--- config.mk ---
export PLATFORM = sky130hd
export DESIGN_NAME = flu_wb_arbiter
export DESIGN_NICKNAME = d
export VERILOG_FILES = /design/src/rtl/flu_wb_arbiter.sv
export SDC_FILE = /design/constraint.sdc
export NUM_CORES = 1
export LEC_CHECK = 0
export BUFFER_PORTS_ARGS = -buffer_cell sky130_fd_sc_hd__buf_2
export CAP_MARGIN = 10
export CORE_MARGIN = 2
export CORE_UTILIZATION = 45
export DETAILED_ROUTE_END_ITERATION = 8
export HOLD_SLACK_MARGIN = 0.06
export PLACE_DENSITY = 0.66
export SETUP_SLACK_MARGIN = 0.02
export SLEW_MARGIN = 20
export SYNTH_ARGS = -nofsm -noshare
export SYNTH_HDL_FRONTEND = slang
export SYNTH_SLANG_ARGS = --single-unit
--- constraint.sdc ---
create_clock -name clk_i -period 6.1 [get_ports clk_i]
set_input_delay 0.305 -clock clk_i [delete_from_list [all_inputs] [get_ports clk_i]]
set_output_delay 0.305 -clock clk_i [all_outputs]
set_load 0.1 [all_outputs]
--- src/rtl/flu_wb_arbiter.sv ---
// Writeback collector: one FIFO per fixed-latency producer, one head selected per cycle
// for the scoreboard write port. Define FLU_WB_RR_EN for round-robin instead of fixed priority.
module flu_wb_arbiter #(
  parameter int NR_CH         = 4,
  parameter int DEPTH         = 2,
  parameter int XLEN          = 64,
  parameter int TRANS_ID_BITS = 3
) (
  input  logic                           clk_i,
  input  logic                           rst_ni,
  input  logic                           clr_i,
  input  logic                           flush_i,
  input  logic [NR_CH-1:0]               ch_valid_i,
  output logic [NR_CH-1:0]               ch_ready_o,
  input  logic [NR_CH*XLEN-1:0]          ch_result_i,
  input  logic [NR_CH*TRANS_ID_BITS-1:0] ch_trans_id_i,
  input  logic [NR_CH-1:0]               ch_ex_valid_i,
  output logic                           wb_valid_o,
  input  logic                           wb_ready_i,
  output logic [XLEN-1:0]                wb_result_o,
  output logic [TRANS_ID_BITS-1:0]       wb_trans_id_o,
  output logic                           wb_ex_valid_o,
  output logic [$clog2(NR_CH)-1:0]       wb_ch_o,
  output logic                           pending_o
);

  localparam int CH_W  = $clog2(NR_CH);
  localparam int PTR_W = $clog2(DEPTH);
  localparam int CNT_W = $clog2(DEPTH) + 1;

  logic [XLEN-1:0]          res_mem [NR_CH][DEPTH];
  logic [TRANS_ID_BITS-1:0] id_mem  [NR_CH][DEPTH];
  logic                     ex_mem  [NR_CH][DEPTH];

  logic [PTR_W-1:0] wr_ptr_q [NR_CH];
  logic [PTR_W-1:0] rd_ptr_q [NR_CH];
  logic [CNT_W-1:0] cnt_q    [NR_CH];

  logic [NR_CH-1:0] empty;
  logic [NR_CH-1:0] full;
  logic [NR_CH-1:0] push;
  logic [NR_CH-1:0] pop;
  logic             grant_valid;
  logic [CH_W-1:0]  grant_idx;
  logic             drop_all;

  assign drop_all = clr_i | flush_i;

  // Ready comes from registered occupancy only, so a same-cycle pop never opens a slot.
  always_comb begin
    empty = '0;
    full  = '0;
    push  = '0;
    pop   = '0;
    for (int c = 0; c < NR_CH; c++) begin
      empty[c] = (cnt_q[c] == '0);
      full[c]  = (cnt_q[c] == CNT_W'(DEPTH));
      push[c]  = ch_valid_i[c] & ~full[c];
      pop[c]   = wb_valid_o & wb_ready_i & (grant_idx == CH_W'(c));
    end
  end

  assign ch_ready_o = ~full;
  assign pending_o  = |(~empty);

`ifdef FLU_WB_RR_EN
  logic [CH_W-1:0] rr_q;

  always_comb begin
    int idx;
    idx         = 0;
    grant_valid = 1'b0;
    grant_idx   = '0;
    for (int i = 0; i < NR_CH; i++) begin
      idx = int'(rr_q) + i;
      if (idx >= NR_CH) idx = idx - NR_CH;
      if (!grant_valid && !empty[idx]) begin
        grant_valid = 1'b1;
        grant_idx   = CH_W'(idx);
      end
    end
  end

  // Pointer only moves on a real pop, so the grant holds steady while the scoreboard stalls.
  always_ff @(posedge clk_i or negedge rst_ni) begin
    if (!rst_ni) begin
      rr_q <= '0;
    end else if (clr_i) begin
      rr_q <= '0;
    end else if (!flush_i && (|pop)) begin
      if (grant_idx == CH_W'(NR_CH - 1)) rr_q <= '0;
      else                               rr_q <= grant_idx + CH_W'(1);
    end
  end
`else
  always_comb begin
    grant_valid = 1'b0;
    grant_idx   = '0;
    for (int i = 0; i < NR_CH; i++) begin
      if (!grant_valid && !empty[i]) begin
        grant_valid = 1'b1;
        grant_idx   = CH_W'(i);
      end
    end
  end
`endif

  // Idle outputs are silenced so stale FIFO contents never reach the scoreboard bus.
  always_comb begin
    wb_valid_o    = grant_valid;
    wb_result_o   = '0;
    wb_trans_id_o = '0;
    wb_ex_valid_o = 1'b0;
    wb_ch_o       = '0;
    if (grant_valid) begin
      wb_result_o   = res_mem[grant_idx][rd_ptr_q[grant_idx]];
      wb_trans_id_o = id_mem[grant_idx][rd_ptr_q[grant_idx]];
      wb_ex_valid_o = ex_mem[grant_idx][rd_ptr_q[grant_idx]];
      wb_ch_o       = grant_idx;
    end
  end

  always_ff @(posedge clk_i) begin
    for (int c = 0; c < NR_CH; c++) begin
      if (push[c]) begin
        res_mem[c][wr_ptr_q[c]] <= ch_result_i[c*XLEN +: XLEN];
        id_mem[c][wr_ptr_q[c]]  <= ch_trans_id_i[c*TRANS_ID_BITS +: TRANS_ID_BITS];
        ex_mem[c][wr_ptr_q[c]]  <= ch_ex_valid_i[c];
      end
    end
  end

  // Flush/clear empties every FIFO and discards that cycle's pushes and pops.
  always_ff @(posedge clk_i or negedge rst_ni) begin
    if (!rst_ni) begin
      for (int c = 0; c < NR_CH; c++) begin
        wr_ptr_q[c] <= '0;
        rd_ptr_q[c] <= '0;
        cnt_q[c]    <= '0;
      end
    end else if (drop_all) begin
      for (int c = 0; c < NR_CH; c++) begin
        wr_ptr_q[c] <= '0;
        rd_ptr_q[c] <= '0;
        cnt_q[c]    <= '0;
      end
    end else begin
      for (int c = 0; c < NR_CH; c++) begin
        if (push[c]) wr_ptr_q[c] <= wr_ptr_q[c] + PTR_W'(1);
        if (pop[c])  rd_ptr_q[c] <= rd_ptr_q[c] + PTR_W'(1);
        if (push[c] && !pop[c])      cnt_q[c] <= cnt_q[c] + CNT_W'(1);
        else if (pop[c] && !push[c]) cnt_q[c] <= cnt_q[c] - CNT_W'(1);
      end
    end
  end

endmodule

==> metrics.txt <==
dominant cells by area after synthesis=edfxtp_1 (69%), mux2i_1 (8.7%), o311ai_0 (5.1%); reg2reg path depth=4; Post-synth EDFFs=544; Root Driver=clkbuf_16; flop-to-flop setup slack=3150 ps; Core Region=about 0.05 sq mm; worst-margin pin slew=1070 ps; TritonCTS clock tree=yes; status=completed; num rows=83; mux contribution to synthesized area=0.0870; largest net degree at the start of global routing=about 100; Reg clk slew, reported paths=roughly 60 ps; Peak VDD IR=0.239 mV; relative slew slack=0.285; Max stage delay on crit path=780 ps; RSZ-0062 raised after global routing=no; Die Area=0.0542 sq mm; detailed-route via count=16820; switching share of power=0.296; synth warn=0; Vias/cell=5.62; global-route wire length before repair=around 100000 microns; Primary FF master, synth=edfxtp_1; grt total ovfl=0; Critical Path Stages=7; top cell type by total area after synthesis=edfxtp_1; TritonCTS Buffers=58; I/O Buffers=356; Data required, critical path=between 5000 and 6000 ps; post-synthesis compound-gate area fraction=0.0873; final instance area=0.0306 sq mm; final setup fails=0; Initial Util=0.458; Die Width=about 230 microns; ANT nets after route=0; Crit-path slowest cell=dfrtp_4; Area Growth Syn to Fin=29.7%; Final #Nets=2546; H-tree levels=2; Final Cycle Share=0.723; CTS Sinks=between 500 and 600; GRT Overall Usage=0.246; initial antenna violation count=9; Final Max Slew Viols=0; Post-Synth XOR/XNOR Area=0.00260; Max Buffers Root-to-Sink=3; Hold Crit Class=in2reg; Commonest cells post-synth=edfxtp_1 (544), nand3_1 (212), mux2i_1 (205); Buf/Inv on CP=3; Pwr Density=315 mW/mm^2; crit path to=wb_result_o[30]; Startpoint Class=flip-flop; post-synthesis simple-gate area fraction=0.0688; sequential share of power=0.464; cts hold-fix bufs=277; worst hold slack=132 ps; vias in the first global route=about 17000; Iteration-0 DRC Markers=1419; post-layout min period=between 4000 and 5000 ps; most frequent cell after synthesis=edfxtp_1; post-detailed-placement half-perimeter wirelength=40400 microns; IO Pins=between 300 and 400; Worst EP arrival=4110 ps; area of the multi-input gates=a little under 0.006 sq mm; setup repair bufs after CTS=0; clock latency on the worst-skew pair=~620 ps; switching pwr=2.86 mW; gpl congestion=0.810; share of cells above drive strength 1=0.208; Placed Instance Area=about 0.026 sq mm; Worst Path Max Fanout=85; clock network fraction of total power=0.348; max_cap viols=0; syn_area_per_cell=14.1 sq um; post-layout util=0.594; TNS Setup=0 ps; crit path from=cnt_q[3]; Avg WL per Cell=22.6 microns; share of the yosys chip area belonging to registers=0.710; FF+latch area=0.0168 sq mm; CP cell instances=buf_4 > o21bai_1 > o31a_1 > o32ai_4 > buf_4 > mux2i_1 > buf_2; leakage=around 11 nW; async set or reset register ratio after synthesis=0.0286; Mapped Nets=1958; final WL=67700 microns; Most common cell on crit path=buf_4; DRC errors left=0; Yosys cell types=34; DRT Pass-1 Iters=6; post_cts resized=0; CP endpoint kind=output port; Synth Area in Adders=0; CP top delay family=buffers and inverters; reg2reg start=cnt_q[6]; Gate Count Post-Synth=1677; die height=~230 microns; largest family of logic cells by synthesized area=compound AO/OA/AOI/OAI gates; Syn Std Cell Area=0.0236 sq mm; clock skew=15.8 ps; R2R Path End=res_mem[0][90]; pre-CTS setup slack=2360 ps; final worst setup slack=roughly 1700 ps; combinational share of power=0.188; maximum clock frequency=0.227 GHz; Seq cells post-synth=560; area share of the largest cell type after synthesis=0.693; Worst Setup Path Type=reg2out; final hold vios=0; Pint=6.79 mW; FILL cells=3996
==> sequential cells by signal, indices dropped and copies added, names as in the netlist <==
signal    count
wr_ptr_q      4
id_mem       24
ex_mem        8
res_mem     512
rd_ptr_q      4
cnt_q         8
==> worst register-to-register path, delay by kind of cell, from the launching register on <==
| kind | cells | cell delay [ps] |
|---|---|---|
| simple gates | 3 | 1200 |
| flops | 1 | 550 |
| buf+inv | 1 | 750 |
==> kinds of logic after synthesis <==
| group | count (synthesis) |
|---|---|
| AO/OA/AOI/OAI | 298 |
| buffers and inverters | 266 |
| XOR/XNOR | 7 |
| multiplexers | 205 |
| AND/OR/NAND/NOR | 341 |
| flip-flops | 560 |
==> power by group through the flow <==
| stage | registers [mW] | clock network, mW | logic [mW] |
|---|---|---|---|
| after floorplan | 4.54 | 0 | 1.24 |
| after detailed placement | 4.55 | 0 | 1.65 |
| after CTS | 4.47 | 3.41 | 1.80 |
| after global routing | 4.48 | 3.56 | 1.90 |
| after global placement | 4.55 | 0 | 1.63 |
| final | 4.47 | 3.36 | 1.81 |
==> stage by stage <==
step | cells | power, mW
finish | 2994 | 9.65
detailed placement | 2605 | 6.20
global placement | 2604 | 6.17
global route | 2993 | 9.95
CTS | 2987 | 9.68
floorplan | 1677 | 5.78
==> worst min path at each step <==
stage	slack, ps	end	start	cells after the start
floorplan	9	cnt_q[0]	rst_ni	0
global placement	260	wr_ptr_q[0]	rst_ni	1
detailed placement	270	rd_ptr_q[3]	rst_ni	1
CTS	90	cnt_q[2]	wb_ready_i	3
global route	130	cnt_q[2]	wb_ready_i	3
finish	130	cnt_q[2]	wb_ready_i	3
==> layer usage <==
layer  GRT usage  up-vias  share of wire
met2       0.422      758           0.50
met4      0.0748       12          0.024
met5           0        -         0.0012
met1       0.316     8305           0.40
li1            -     7610              -
met3      0.0475      135          0.074
==> cells in the final DEF (no fill, tap or decap), drive strengths merged, types with 6 or more instances in the layout <==
cell,n
a21oi,7
buf,380
clkbuf,73
clkinv,28
dfrtp,16
dlygate4sd3,277
edfxtp,544
inv,137
mux2i,205
nand2,84
nand2b,6
nand3,212
nor2,20
o21ai,140
o311ai,136
xor2,7
==> cell type report <==
type,count,share of cell area
tap,680,0.0278
clock buffer,73,0.0503
inverter,137,0.0168
sequential,560,0.548
clock inverter,32,0.00814
multi-input combinational,851,0.192
timing repair buffer,657,0.157
antenna,4,0.000327
Note: power is estimated with default switching activity, not from simulation.
